--- config.mk ---
export PLATFORM = sky130hd
export DESIGN_NAME = step_scheduler
export DESIGN_NICKNAME = d
export VERILOG_FILES = /design/src/rtl/step_scheduler.sv
export SDC_FILE = /design/constraint.sdc
export NUM_CORES = 1
export LEC_CHECK = 0
export ABC_AREA = 0
export CORE_ASPECT_RATIO = 0.5
export CORE_MARGIN = 8
export CORE_UTILIZATION = 59
export DETAILED_ROUTE_END_ITERATION = 10
export PLACE_DENSITY = 0.84
export SKIP_CTS_REPAIR_TIMING = 1
export SLEW_MARGIN = 20
export SYNTH_ARGS = -nofsm -noshare
export SYNTH_HDL_FRONTEND = slang
export SYNTH_SLANG_ARGS = --single-unit
--- constraint.sdc ---
create_clock -name clk -period 4.56 [get_ports clk]
set_clock_uncertainty 0.05 [all_clocks]
set_input_delay 0.684 -clock clk [delete_from_list [all_inputs] [get_ports clk]]
set_output_delay 0.684 -clock clk [all_outputs]
set_load 0.005 [all_outputs]
--- src/rtl/step_scheduler.sv ---
// Sixteen-step sequencer: a prescaler turns clk into step ticks, and an FSM
// walks step 0..15, issuing a one-hot load_strobe and gate for each step.
// Ports: clk, reset (sync, active high), run, step_len/gate_len/len_load
// (shadowed length update); step, load_strobe, gate, tick, end_count, busy.
module step_scheduler #(
    parameter int CLK_DIV = 500000,
    parameter int LEN_W   = 10
) (
    input  logic             clk,
    input  logic             reset,
    input  logic             run,
    input  logic [LEN_W-1:0] step_len,
    input  logic [LEN_W-1:0] gate_len,
    input  logic             len_load,
    output logic [3:0]       step,
    output logic [15:0]      load_strobe,
    output logic [15:0]      gate,
    output logic             tick,
    output logic             end_count,
    output logic             busy
);

    localparam int PW = (CLK_DIV > 1) ? $clog2(CLK_DIV) : 1;
    localparam logic [PW-1:0] PMAX = PW'(CLK_DIV - 1);

    typedef enum logic [1:0] {
        IDLE     = 2'd0,
        STEP_ON  = 2'd1,
        STEP_OFF = 2'd2
    } state_t;

    state_t          state, state_nx;
    logic [PW-1:0]   presc;
    logic [LEN_W-1:0] cnt;
    logic [LEN_W-1:0] sh_step, sh_gate;
    logic [LEN_W-1:0] act_step, act_gate;

    logic            start_run;
    logic            step_end;
    logic            gate_hit;
    logic [LEN_W:0]  cnt_inc;
    logic [3:0]      step_inc;

    assign tick      = (presc == PMAX);
    assign cnt_inc   = {1'b0, cnt} + 1'b1;
    assign step_inc  = step + 4'd1;
    assign start_run = (state == IDLE) && run;
    // The tick that brings the counter to a length acts on that same edge,
    // so each phase lasts exactly length*CLK_DIV cycles.
    assign step_end  = (state != IDLE) && tick &&
                       (cnt_inc == {1'b0, act_step});
    assign gate_hit  = (state == STEP_ON) && tick &&
                       (cnt_inc == {1'b0, act_gate});

    // State register
    always_ff @(posedge clk) begin
        if (reset) state <= IDLE;
        else       state <= state_nx;
    end

    // Next-state logic; a new step decides ON/OFF from the shadow gate
    // length because that is what becomes active on the same edge.
    always_comb begin
        state_nx = state;
        unique case (state)
            IDLE: begin
                if (run)
                    state_nx = (sh_gate == '0) ? STEP_OFF : STEP_ON;
            end
            STEP_ON, STEP_OFF: begin
                if (step_end) begin
                    if (run)
                        state_nx = (sh_gate == '0) ? STEP_OFF : STEP_ON;
                    else
                        state_nx = IDLE;
                end else if (gate_hit) begin
                    state_nx = STEP_OFF;
                end
            end
            default: state_nx = IDLE;
        endcase
    end

    // Output logic
    always_comb begin
        busy = (state != IDLE);
        gate = '0;
        if (state == STEP_ON)
            gate = 16'(1) << step;
    end

    // Datapath: prescaler, tick counter, step index, strobes, lengths
    always_ff @(posedge clk) begin
        if (reset) begin
            presc       <= '0;
            cnt         <= '0;
            step        <= '0;
            load_strobe <= '0;
            end_count   <= 1'b0;
            sh_step     <= LEN_W'(1);
            sh_gate     <= LEN_W'(1);
            act_step    <= LEN_W'(1);
            act_gate    <= LEN_W'(1);
        end else begin
            if (start_run || tick) presc <= '0;
            else                   presc <= presc + 1'b1;

            if (len_load) begin
                sh_step <= (step_len == '0) ? LEN_W'(1) : step_len;
                sh_gate <= gate_len;
            end

            load_strobe <= '0;
            end_count   <= 1'b0;

            if (start_run) begin
                cnt         <= '0;
                step        <= '0;
                load_strobe <= 16'h0001;
                act_step    <= sh_step;
                act_gate    <= sh_gate;
            end else if (step_end) begin
                cnt       <= '0;
                end_count <= (step == 4'd15);
                if (run) begin
                    step        <= step_inc;
                    load_strobe <= 16'(1) << step_inc;
                    act_step    <= sh_step;
                    act_gate    <= sh_gate;
                end else begin
                    step <= '0;
                end
            end else if (busy && tick) begin
                cnt <= cnt_inc[LEN_W-1:0];
            end
        end
    end

endmodule
### Yosys cells after proc, flatten, opt, wreduce, memory -nomap -nowiden

Cells that the tools add are included.

| word-level totals | value |
|---|---|
| register bits after elaboration | 92 |
| bits in latches | 0 |
| bits in writable memories | 0 |
| ROM bits | 0 |
| bits of input ports | 24 |
| output and inout bits | 39 |
| logic and storage cells | 64 |
| memories kept | 0 |

| operators by class | value |
|---|---|
| add/subtract/negate cells | 3 |
| $mul | 0 |
| divide/modulo/power cells | 0 |
| order comparisons | 0 |
| equality and inequality tests | 8 |
| shifts and indexed selects | 2 |
| muxes and demuxes | 18 |
| bitwise operators | 2 |
| reduce and logical (&&, ||, !) cells | 20 |

Operators by type and width:

| operator | number |
|---|---|
| two-way mux 10 bit | 7 |
| << shifter 1 x 4 -> 16 bit (first input constant) | 2 |
| equality test 11 x 10 -> 1 bit | 2 |
| logical NOT 10 bit | 2 |
| adder 19 x 1 -> 19 bit (second input constant) | 1 |
| equality test 19 bit (second input constant) | 1 |
| two-way mux 16 bit | 1 |
| adder 10 x 1 -> 11 bit (second input constant) | 1 |
| two-way mux 2 bit | 5 |
| nonzero test 2 bit | 3 |
| OR reduction 2 bit | 3 |
| OR reduction 3 bit | 2 |
| logical AND 1 bit | 5 |
| adder 4 x 1 -> 4 bit (second input constant) | 1 |
| equality test 4 bit (second input constant) | 1 |
| two-way mux 4 bit | 1 |
| one-hot mux 2 bit (2 select lines) | 1 |
| AND reduction 2 bit | 2 |
| OR reduction 4 bit | 1 |
| two-way mux 1 bit | 3 |
| != test 3 bit (second input constant) | 1 |
| equality test 2 x 1 -> 1 bit (second input constant) | 1 |
| equality test 2 bit (second input constant) | 1 |
| logical NOT 2 bit | 1 |
| 3 further kinds | 4 |

### Logic depth before layout (Yosys ltp)

Gate-level depths: netlist of the first run.

| depth | value |
|---|---|
| word-level depth | 6 |
| mapped depth | 10 |
| mapped depth without buffers | 9 |

### Worst setup path before layout of the first run

No wires, ideal clock.

| path | value |
|---|---|
| path type | register to register |
| start point | reg cnt[1] |
| end point | reg load_strobe[14] |
| library setup time | 0.092 ns |
| data arrival time | 2.488 ns |
| required time | 4.418 ns |
| slack | 1.930 ns |
| stages on the path, launching flop included | 10 |
| path buffers | 2 |
| clock period less this slack | 2.630 ns |
| cell sequence | dfxtp_1 ha_1 buf_2 inv_1 or3_4 a2111oi_4 o2111ai_4 or3_1 buf_6 nor4_1 |

| on the way | value |
|---|---|
| cells in the longest elaborated chain, start to end | 5 |

Ends and longest elaborated chain:

| what | line | source |
|---|---|---|
| start: declaration | 34 | `logic [LEN_W-1:0] cnt;` |
| start signal: assignment | 134 | `cnt <= cnt_inc[LEN_W-1:0];` |
| adder 10 x 1 -> 11 bit | 45 | `assign cnt_inc = {1'b0, cnt} + 1'b1;` |
| equality test 11 x 10 -> 1 bit | 51 | `(cnt_inc == {1'b0, act_step});` |
| logical AND 1 bit | 50 | `assign step_end = (state != IDLE) && tick &&` |
| inverter 1 bit (no source line) | - |  |
| OR reduction 4 bit (no source line) | - |  |
| end signal: assignment | 127 | `load_strobe <= 16'(1) << step_inc;` |
| end: declaration | 16 | `output logic [15:0] load_strobe,` |

No other way between the ends.
A chain may end at the register's enable or synchronous reset.

### Worst setup path after layout of the first run

| path | value |
|---|---|
| start point | reg cnt[0] |
| end point | reg act_gate[8] |

| on the way | value |
|---|---|
| cells in the longest elaborated chain, start to end | 5 |

Ends and longest elaborated chain:

| what | line | source |
|---|---|---|
| adder 10 x 1 -> 11 bit | 45 |  |
| equality test 11 x 10 -> 1 bit | 51 |  |
| logical AND 1 bit | 50 |  |
| nonzero test 2 bit (no source line) | - |  |
| AND reduction 2 bit (no source line) | - |  |
| end signal: assignment | 121 | `act_gate <= sh_gate;` |
| end signal: assignment | 129 | `act_gate <= sh_gate;` |
| end: declaration | 36 | `logic [LEN_W-1:0] act_step, act_gate;` |

No other way between the ends.

==> results of run 1 <==
[through the flow]
stage	std cells	cell area (sq um)	power (mW)	hold WS, ps	setup WS (ps)
after floorplan	534	4509	1.152	376.0	1930
after global placement	662	5127	1.255	387.9	1305
after detailed placement	662	5127	1.267	402.6	1226
after CTS	677	5428	2.027	418.2	1249
after global routing	677	5423	2.103	445.9	943.3
final	677	5423	2.023	421.2	1199
[state kept, by name (all words and copies together), names as in the netlist]
name,cells
presc,19
load_strobe,16
act_gate,10
act_step,10
cnt,10
sh_gate,10
sh_step,10
step,4
state,2
end_count,1
[power by group through the flow]
stage | sequential (mW) | clock, mW | combinational (mW)
after global placement | 0.891 | 0 | 0.364
after global routing | 0.880 | 0.805 | 0.418
after floorplan | 0.883 | 0 | 0.269
final | 0.877 | 0.765 | 0.382
after CTS | 0.876 | 0.770 | 0.380
after detailed placement | 0.893 | 0 | 0.374
[path summary, 6_finish.rpt]
check	startpoint	endpoint	slack, ps
min reg2reg	sh_step[6]$_SDFFE_PP0P_	act_step[6]$_SDFFE_PP0P_	420
min	sh_step[6]$_SDFFE_PP0P_	act_step[6]$_SDFFE_PP0P_	420
max reg2reg	cnt[0]$_SDFFE_PP0P_	act_gate[8]$_SDFFE_PP0P_	1200
max	cnt[0]$_SDFFE_PP0P_	act_gate[8]$_SDFFE_PP0P_	1200
[layout make-up]
cell class,instances,area (sq um)
clock inverters,2,60.06
multi-input cells,397,2474
well taps,96,120.1
inverters,11,41.29
repair buffers,66,645.6
fillers,585,1954
clock buffers,13,240.2
flip-flops and latches,92,1842
[routing by layer]
layer  share of wire [%]  GRT usage (%)  vias up
li1                    -              -     1942
met1                  46          25.13     1899
met2                  46          33.06      116
met3                 6.2          6.654       18
met4                 1.4          5.371        0
met5                   0         0.4386        -
[cells in the final DEF (no fill, tap or decap), drive strengths merged, types with 4 or more instances in the layout]
| master | synthesis | layout |
|---|---|---|
| buf | 17 | 5 |
| nor2 | 83 | 83 |
| nand2 | 37 | 37 |
| nand4 | 7 | 7 |
| dfxtp | 92 | 92 |
| clkbuf | 17 | 13 |
| clkdlybuf4s50 | 0 | 61 |
| o21ai | 28 | 28 |
| nand2b | 10 | 10 |
| and2 | 4 | 4 |
| o2111ai | 5 | 5 |
| and3 | 7 | 7 |
| inv | 10 | 10 |
| mux2i | 22 | 22 |
| ha | 12 | 12 |
| xor2 | 28 | 28 |
| nor4 | 6 | 6 |
| a21oi | 25 | 25 |
| nand3 | 41 | 41 |
| nor3 | 19 | 19 |
| or3 | 4 | 4 |
| xnor2 | 19 | 19 |
[critical path, cell delays in order, from the launching register on]
cell	delay, ps
dfxtp_1	500
ha_1	440
nand3_1	230
or3b_1	420
a222oi_1	350
nand3_1	380
o21a_1	480
o21ai_0	270
a21oi_1	100
[cell families after synthesis]
logic type	count (synthesis)	synth area share, %
buffers and inverters	45	4.301
multiplexers	23	5.133
adder cells (fa/ha/maj)	12	3.330
AND/OR/NAND/NOR	233	24.94
flip-flops	92	40.84
XOR/XNOR	48	9.628
AO/OA/AOI/OAI	81	11.82
==> run metrics, run 1 <==
DP HPWL 7738 um; die width 139.6 um; Max-Cap Viols 0; Seq pwr share 43.3%; Internal 1.470 mW; critical path peak fanout 20; Worst-Margin Slew 694.5 ps; setup_tns 0 ps; status finished, final reports clean; R2R cell count 8; Worst EP required 4720 ps; hold path depth 2; largest net degree at the start of global routing 41; Antenna Cells 0; Max Root-Sink Buffers 2; clock-pin slew on the worst setup and hold paths 60 ps; H-tree levels 3; I/O Pins 63; post-synth top area cell dfxtp_1; post-synth top area share 40.84%; sequential-to-total area share from yosys stat 40.84%; Wirelength per Cell 16.25 um; Pleak 1.952 nW; Total GRT Usage 20.15%; top-count cell post-synth dfxtp_1; Post-Syn Instances 534; site row count 22; syn avg cell area 8.444 sq um; syn_nets 570; drc violations 0; leading post-synthesis cells by cell area dfxtp_1 41%, nor2_1 6.9%, xor2_1 5.4%; Max VDD drop 0.2660 mV; vias in the first global route 3675; synth unique cells 57; max-slew violations 0; Clk pwr share 37.8%; Num CTS Buffers 9; layout cells sized above 1 4.131%; CP Launch Type flop; die area 10870 sq um; commonest cells in the netlist 92 x dfxtp_1, 83 x nor2_1, 41 x nand3_1; Core ar. 7377 sq um; total congestion overflow 0; final core utilization 73.51%; CTS tree yes; Sw Share 27.36%; global-route wire length before repair 18080 um; final WL 11000 um; Yosys reg bits 92; slew margin rel. 53.34%; drt first-iter violations 334; ys flop type dfxtp_1; CP Capture Type flop; vias per inst 5.871; fmax 0.2976 GHz; CTS root buf clkbuf_16; crit share post-route 73.70%; critical path class flop to flop; clock period minus worst slack 3361 ps; arrival time at the worst endpoint 3520 ps; Hold Vio Cnt, Final 0; number of nets in the layout 613; antenna-violating nets left 0; EDFF count, synth 0; Clock Sinks 92; Die Ht 77.82 um; Synth Cell Area 4509 sq um; Clock Latency Late Sink 340 ps; area delta synth->final 20.26%; Power Density 373.1 nW/um^2; DR pass1 iterations 5; Final Setup Violations 0; yosys warns 0; Routability Congestion 0.9142; Starting Density 61.13%; PortBufs 62; initial antenna violation count 0; Vias 3975; worst hold-check path type flop to flop; unrepaired setup endpoints after global routing no; ys async rst share 0%; Comb power frac 18.9%; P_sw 0.5535 mW
Note: power is estimated with default switching activity, not from simulation.
==> run 2: changes to the inputs <==
--- a/config.mk
+++ b/config.mk
@@ -8,9 +8,9 @@
 export ABC_AREA = 0
 export CORE_ASPECT_RATIO = 0.5
 export CORE_MARGIN = 8
-export CORE_UTILIZATION = 59
+export CORE_UTILIZATION = 49
 export DETAILED_ROUTE_END_ITERATION = 10
-export PLACE_DENSITY = 0.84
+export PLACE_DENSITY = 0.75
 export SKIP_CTS_REPAIR_TIMING = 1
 export SLEW_MARGIN = 20
 export SYNTH_ARGS = -nofsm -noshare
==> constraint.sdc (replaced) <==
create_clock -name clk -period 2.88 [get_ports clk]
set_clock_uncertainty 0.05 [all_clocks]
set_input_delay 0.432 -clock clk [delete_from_list [all_inputs] [get_ports clk]]
set_output_delay 0.432 -clock clk [all_outputs]
set_load 0.005 [all_outputs]
==> run metrics, run 2 (same netlist as run 1, synthesis figures left out) <==
status finished, final reports clean; DR pass1 iterations 6; hold path startpoint sh_step[3]$_SDFFE_PP0P_; initial antenna violation count 0; Power Density 576.3 nW/um^2; H-tree levels 3; Multi-input gate area 2495 sq um; CP Launch Type flop; global-route wire length before repair 18960 um; max reg flops 19; Core ar. 8828 sq um; Final Setup Violations 0; Starting Density 51.08%; die area 12710 sq um; worst hold-check path type flop to flop; crit share post-route 95.00%; final core utilization 63.48%; CP Capture Type flop; slew margin rel. 55.91%; Clock Sinks 92; DP HPWL 8175 um; Worst-Margin Slew 656.3 ps; Hold Vio Cnt, Final 0; drt first-iter violations 266; die width 151.7 um; Cells after DPL 697; Die Ht 83.84 um; largest net degree at the start of global routing 40; fin cells 714; I/O Pins 63; Routability Congestion 0.9249; commonest cells after routing, fill and taps aside 92 x dfxtp_1, 83 x nor2_1, 62 x clkdlybuf4s50_1; Wirelength per Cell 15.81 um; fmax 0.3655 GHz; vias per inst 5.570; most flop-heavy register presc; total chip power 3.229 mW; drc violations 0; vias in the first global route 3758; final WL 11290 um; Reg-to-Reg Start cnt[4]$_SDFFE_PP0P_; Reg2Reg Setup Slack 140 ps; total congestion overflow 0; hold path depth 2; critical path class flop to flop; PortBufs 62; area delta synth->final 24.28%; antenna-violating nets left 0; critical path peak fanout 8; CTS tree yes; Clock Latency Late Sink 340 ps; Max VDD drop 0.3947 mV; most common cell after layout, fill and taps aside dfxtp_1; max-slew violations 0; Vias 3977; Antenna Cells 0; register area 1842 sq um; Max Root-Sink Buffers 2; number of nets in the layout 628; CTS root buf clkbuf_16; Total GRT Usage 18.33%; Max-Cap Viols 0; arrival time at the worst endpoint 2910 ps; clock-pin slew on the worst setup and hold paths 60 ps; layout cells sized above 1 8.040%; clock period minus worst slack 2736 ps; site row count 24; Filler Cell Count 756; biggest regs presc: 19 flops, load_strobe: 16 flops; Pleak 2.042 nW; R2R cell count 6; Worst EP required 3060 ps; end of the worst hold path act_step[3]$_SDFFE_PP0P_; worst reg2reg path endpoint load_strobe[15]$_SDFF_PP0_; Num CTS Buffers 9
[run 2: changes by cell type in the layout (fill, tap and decap cells not counted), moves of 2 or more]
cell	previous run	this run
buf_4	4	18
clkbuf_1	4	1
clkinv_2	0	2
clkbuf_8	0	2
[run 2: per-layer routing]
layer  GRT usage, %  routed length [um]  vias to the layer above
met2          28.67                5208                      109
met3          4.978                 719                       15
li1               -                   -                     1977
met1          24.24                5202                     1876
met5              0                   0                        -
met4          4.770                 155                        0
[run 2: worst max-delay path by stage]
| stage | start | to | slack [ps] |
|---|---|---|---|
| after floorplan | cnt[1]$_SDFFE_PP0P_ | load_strobe[14]$_SDFF_PP0_ | 250 |
| after global placement | cnt[0]$_SDFFE_PP0P_ | act_step[7]$_SDFFE_PP0P_ | 120 |
| after detailed placement | cnt[0]$_SDFFE_PP0P_ | act_step[4]$_SDFFE_PP0P_ | 70 |
| after CTS | cnt[0]$_SDFFE_PP0P_ | act_step[4]$_SDFFE_PP0P_ | 70 |
| after global routing | cnt[1]$_SDFFE_PP0P_ | load_strobe[15]$_SDFF_PP0_ | -10 |
| final | cnt[4]$_SDFFE_PP0P_ | load_strobe[15]$_SDFF_PP0_ | 140 |
[run 2: final cells by class]
type | instances | area share, %
repair buffers | 81 | 13.84
clock buffers | 12 | 4.577
flip-flops and latches | 92 | 32.86
multi-input cells | 397 | 44.52
inverters | 11 | 0.7368
clock inverters | 4 | 0.8484
well taps | 117 | 2.612
[run 2: through the flow]
step	hold slack [ps]	area, sq um	setup TNS, ps	setup WS (ps)
floorplan	376.0	4509	0	250.4
global placement	388.1	5271	0	116.4
detailed placement	403.9	5271	0	71.09
CTS	420.2	5575	0	65.32
global route	434.1	5604	-12.97	-12.97
finish	416.5	5604	0	144.1
[run 2: critical path, stage by stage (launching register included)]
cell       delay, ps
dfxtp_1          480
nand4_2          200
or3_4            420
a2111oi_4        400
o2111ai_4        240
or3_4            500
nor4_1           330
[run 2: power breakdown]
group / total, mW / internal [mW] / switching (mW)
clock: 1.19 / 0.717 / 0.474
combinational: 0.655 / 0.266 / 0.389
sequential: 1.38 / 1.34 / 0.0473
total: 3.23 / 2.32 / 0.910
==> run 3: changes to the inputs <==
--- a/config.mk
+++ b/config.mk
@@ -8,9 +8,10 @@
 export ABC_AREA = 0
 export CORE_ASPECT_RATIO = 0.5
 export CORE_MARGIN = 8
-export CORE_UTILIZATION = 49
+export CORE_UTILIZATION = 51
+export CTS_BUF_LIST = sky130_fd_sc_hd__clkbuf_8
 export DETAILED_ROUTE_END_ITERATION = 10
-export PLACE_DENSITY = 0.75
+export PLACE_DENSITY_LB_ADDON = 0.1
 export SKIP_CTS_REPAIR_TIMING = 1
 export SLEW_MARGIN = 20
 export SYNTH_ARGS = -nofsm -noshare
==> run metrics, run 3 (same netlist as run 1, synthesis figures left out) <==
status finished, final reports clean; vias per inst 5.452; Starting Density 52.14%; CTS root buf clkbuf_8; Clock Latency Late Sink 370 ps; Power Density 537.0 nW/um^2; Worst-Margin Slew 643.7 ps; clock-pin slew on the worst setup and hold paths 90 ps; worst hold-check path type flop to flop; clock period minus worst slack 2762 ps; total chip power 2.944 mW; most flop-heavy register presc; H-tree levels 3; Pleak 1.985 nW; die area 12290 sq um; Num CTS Buffers 9; Crit-path slowest cell or4_1; CP Capture Type flop; total congestion overflow 0; slew margin rel. 56.76%; Max VDD drop 0.3161 mV; CP Launch Type flop; Max-Cap Viols 0; Crit path largest cell delay 510 ps; CP delay by family, top simple AND/OR/NAND/NOR gates; initial antenna violation count 0; critical path peak fanout 5; layout cells sized above 1 7.383%; Worst EP required 3080 ps; most common cell after layout, fill and taps aside dfxtp_1; die width 149.0 um; Clock Sinks 92; Worst Path Buf+Inv 0; max reg flops 19; Wirelength per Cell 15.45 um; WHS 421.5 ps; vias in the first global route 3660; Hold Vio Cnt, Final 0; site row count 24; Vias 3887; DP HPWL 8002 um; Core ar. 8648 sq um; CTS tree yes; commonest cells after routing, fill and taps aside 91 x dfxtp_1, 83 x nor2_1, 62 x clkdlybuf4s50_1; antenna-violating nets left 0; critical path class flop to flop; Total GRT Usage 18.42%; CP cell instances ha_1, xnor2_1, o211ai_1, or4_1, or4b_1, o31ai_2, o221ai_1, o41ai_1; Routability Congestion 0.8776; global-route wire length before repair 18150 um; max-slew violations 0; PortBufs 62; setup_tns 0 ps; fmax 0.3620 GHz; Max Root-Sink Buffers 2; Filler Cell Count 801; Final Setup Violations 0; drc violations 0; number of nets in the layout 627; arrival time at the worst endpoint 2970 ps; fin cells 713; I/O Pins 63; final WL 11020 um; biggest regs presc: 19 flops, load_strobe: 16 flops; unrepaired setup endpoints after global routing yes; Antenna Cells 0; crit share post-route 95.91%; drt first-iter violations 279; Cells after DPL 697; area delta synth->final 21.59%; Die Ht 82.49 um; DR pass1 iterations 7; largest net degree at the start of global routing 40
## run 3: cell count changes in the layout (fill, tap and decap cells not counted), sizes merged
| cell | delta |
|---|---|
| clkbuf | -2 |
| clkinvlp | +1 |
| inv | +1 |
| buf | -1 |
## run 3: cell type report
cell class,count,area [sq um],share of cell area [%]
inverters,11,41.29,0.7531
clock inverters,6,71.32,1.301
clock buffers,10,137.6,2.510
multi-input cells,397,2475,45.14
flip-flops and latches,92,1843,33.61
well taps,117,146.4,2.670
repair buffers,80,768.2,14.01
## run 3: worst paths after layout
kind / startpoint / end / slack (ps) / cells after the start
max: cnt[0]$_SDFFE_PP0P_ / state[1]$_SDFFE_PP0P_ / 120 / 8
min: sh_step[6]$_SDFFE_PP0P_ / act_step[6]$_SDFFE_PP0P_ / 420 / 2
max reg2reg: cnt[0]$_SDFFE_PP0P_ / state[1]$_SDFFE_PP0P_ / 120 / 8
min reg2reg: sh_step[6]$_SDFFE_PP0P_ / act_step[6]$_SDFFE_PP0P_ / 420 / 2
## run 3: metal layers
metal | track usage, % | vias up | part of all wire [%]
met3 | 5.329 | 10 | 7.0
met2 | 29.19 | 134 | 42
met1 | 24.55 | 1776 | 50
li1 | - | 1967 | -
met4 | 4.496 | 0 | 0.83
met5 | 0 | - | 0
## run 3: through the flow
stage | setup WS (ps) | util, % | area, sq um
global route | -61.66 | 63.40 | 5483
finish | 117.7 | 63.40 | 5483
floorplan | 250.4 | - | 4509
CTS | 140.6 | 63.37 | 5480
detailed placement | 81.03 | 60.95 | 5271
global placement | 168.5 | 60.95 | 5271
## run 3: tightest hold or removal path, stage by stage (launching register included)
cell	delay (ps)
dfxtp_1	320
nand3_1	60
a21oi_1	50
## run 3: report_power, final
group          internal, mW  total [mW]  leakage, nW  switching [mW]
sequential             1.34        1.38        0.748          0.0475
combinational         0.271       0.663         1.14           0.392
clock                 0.430       0.899       0.0991           0.468
total                  2.04        2.94         1.98           0.908
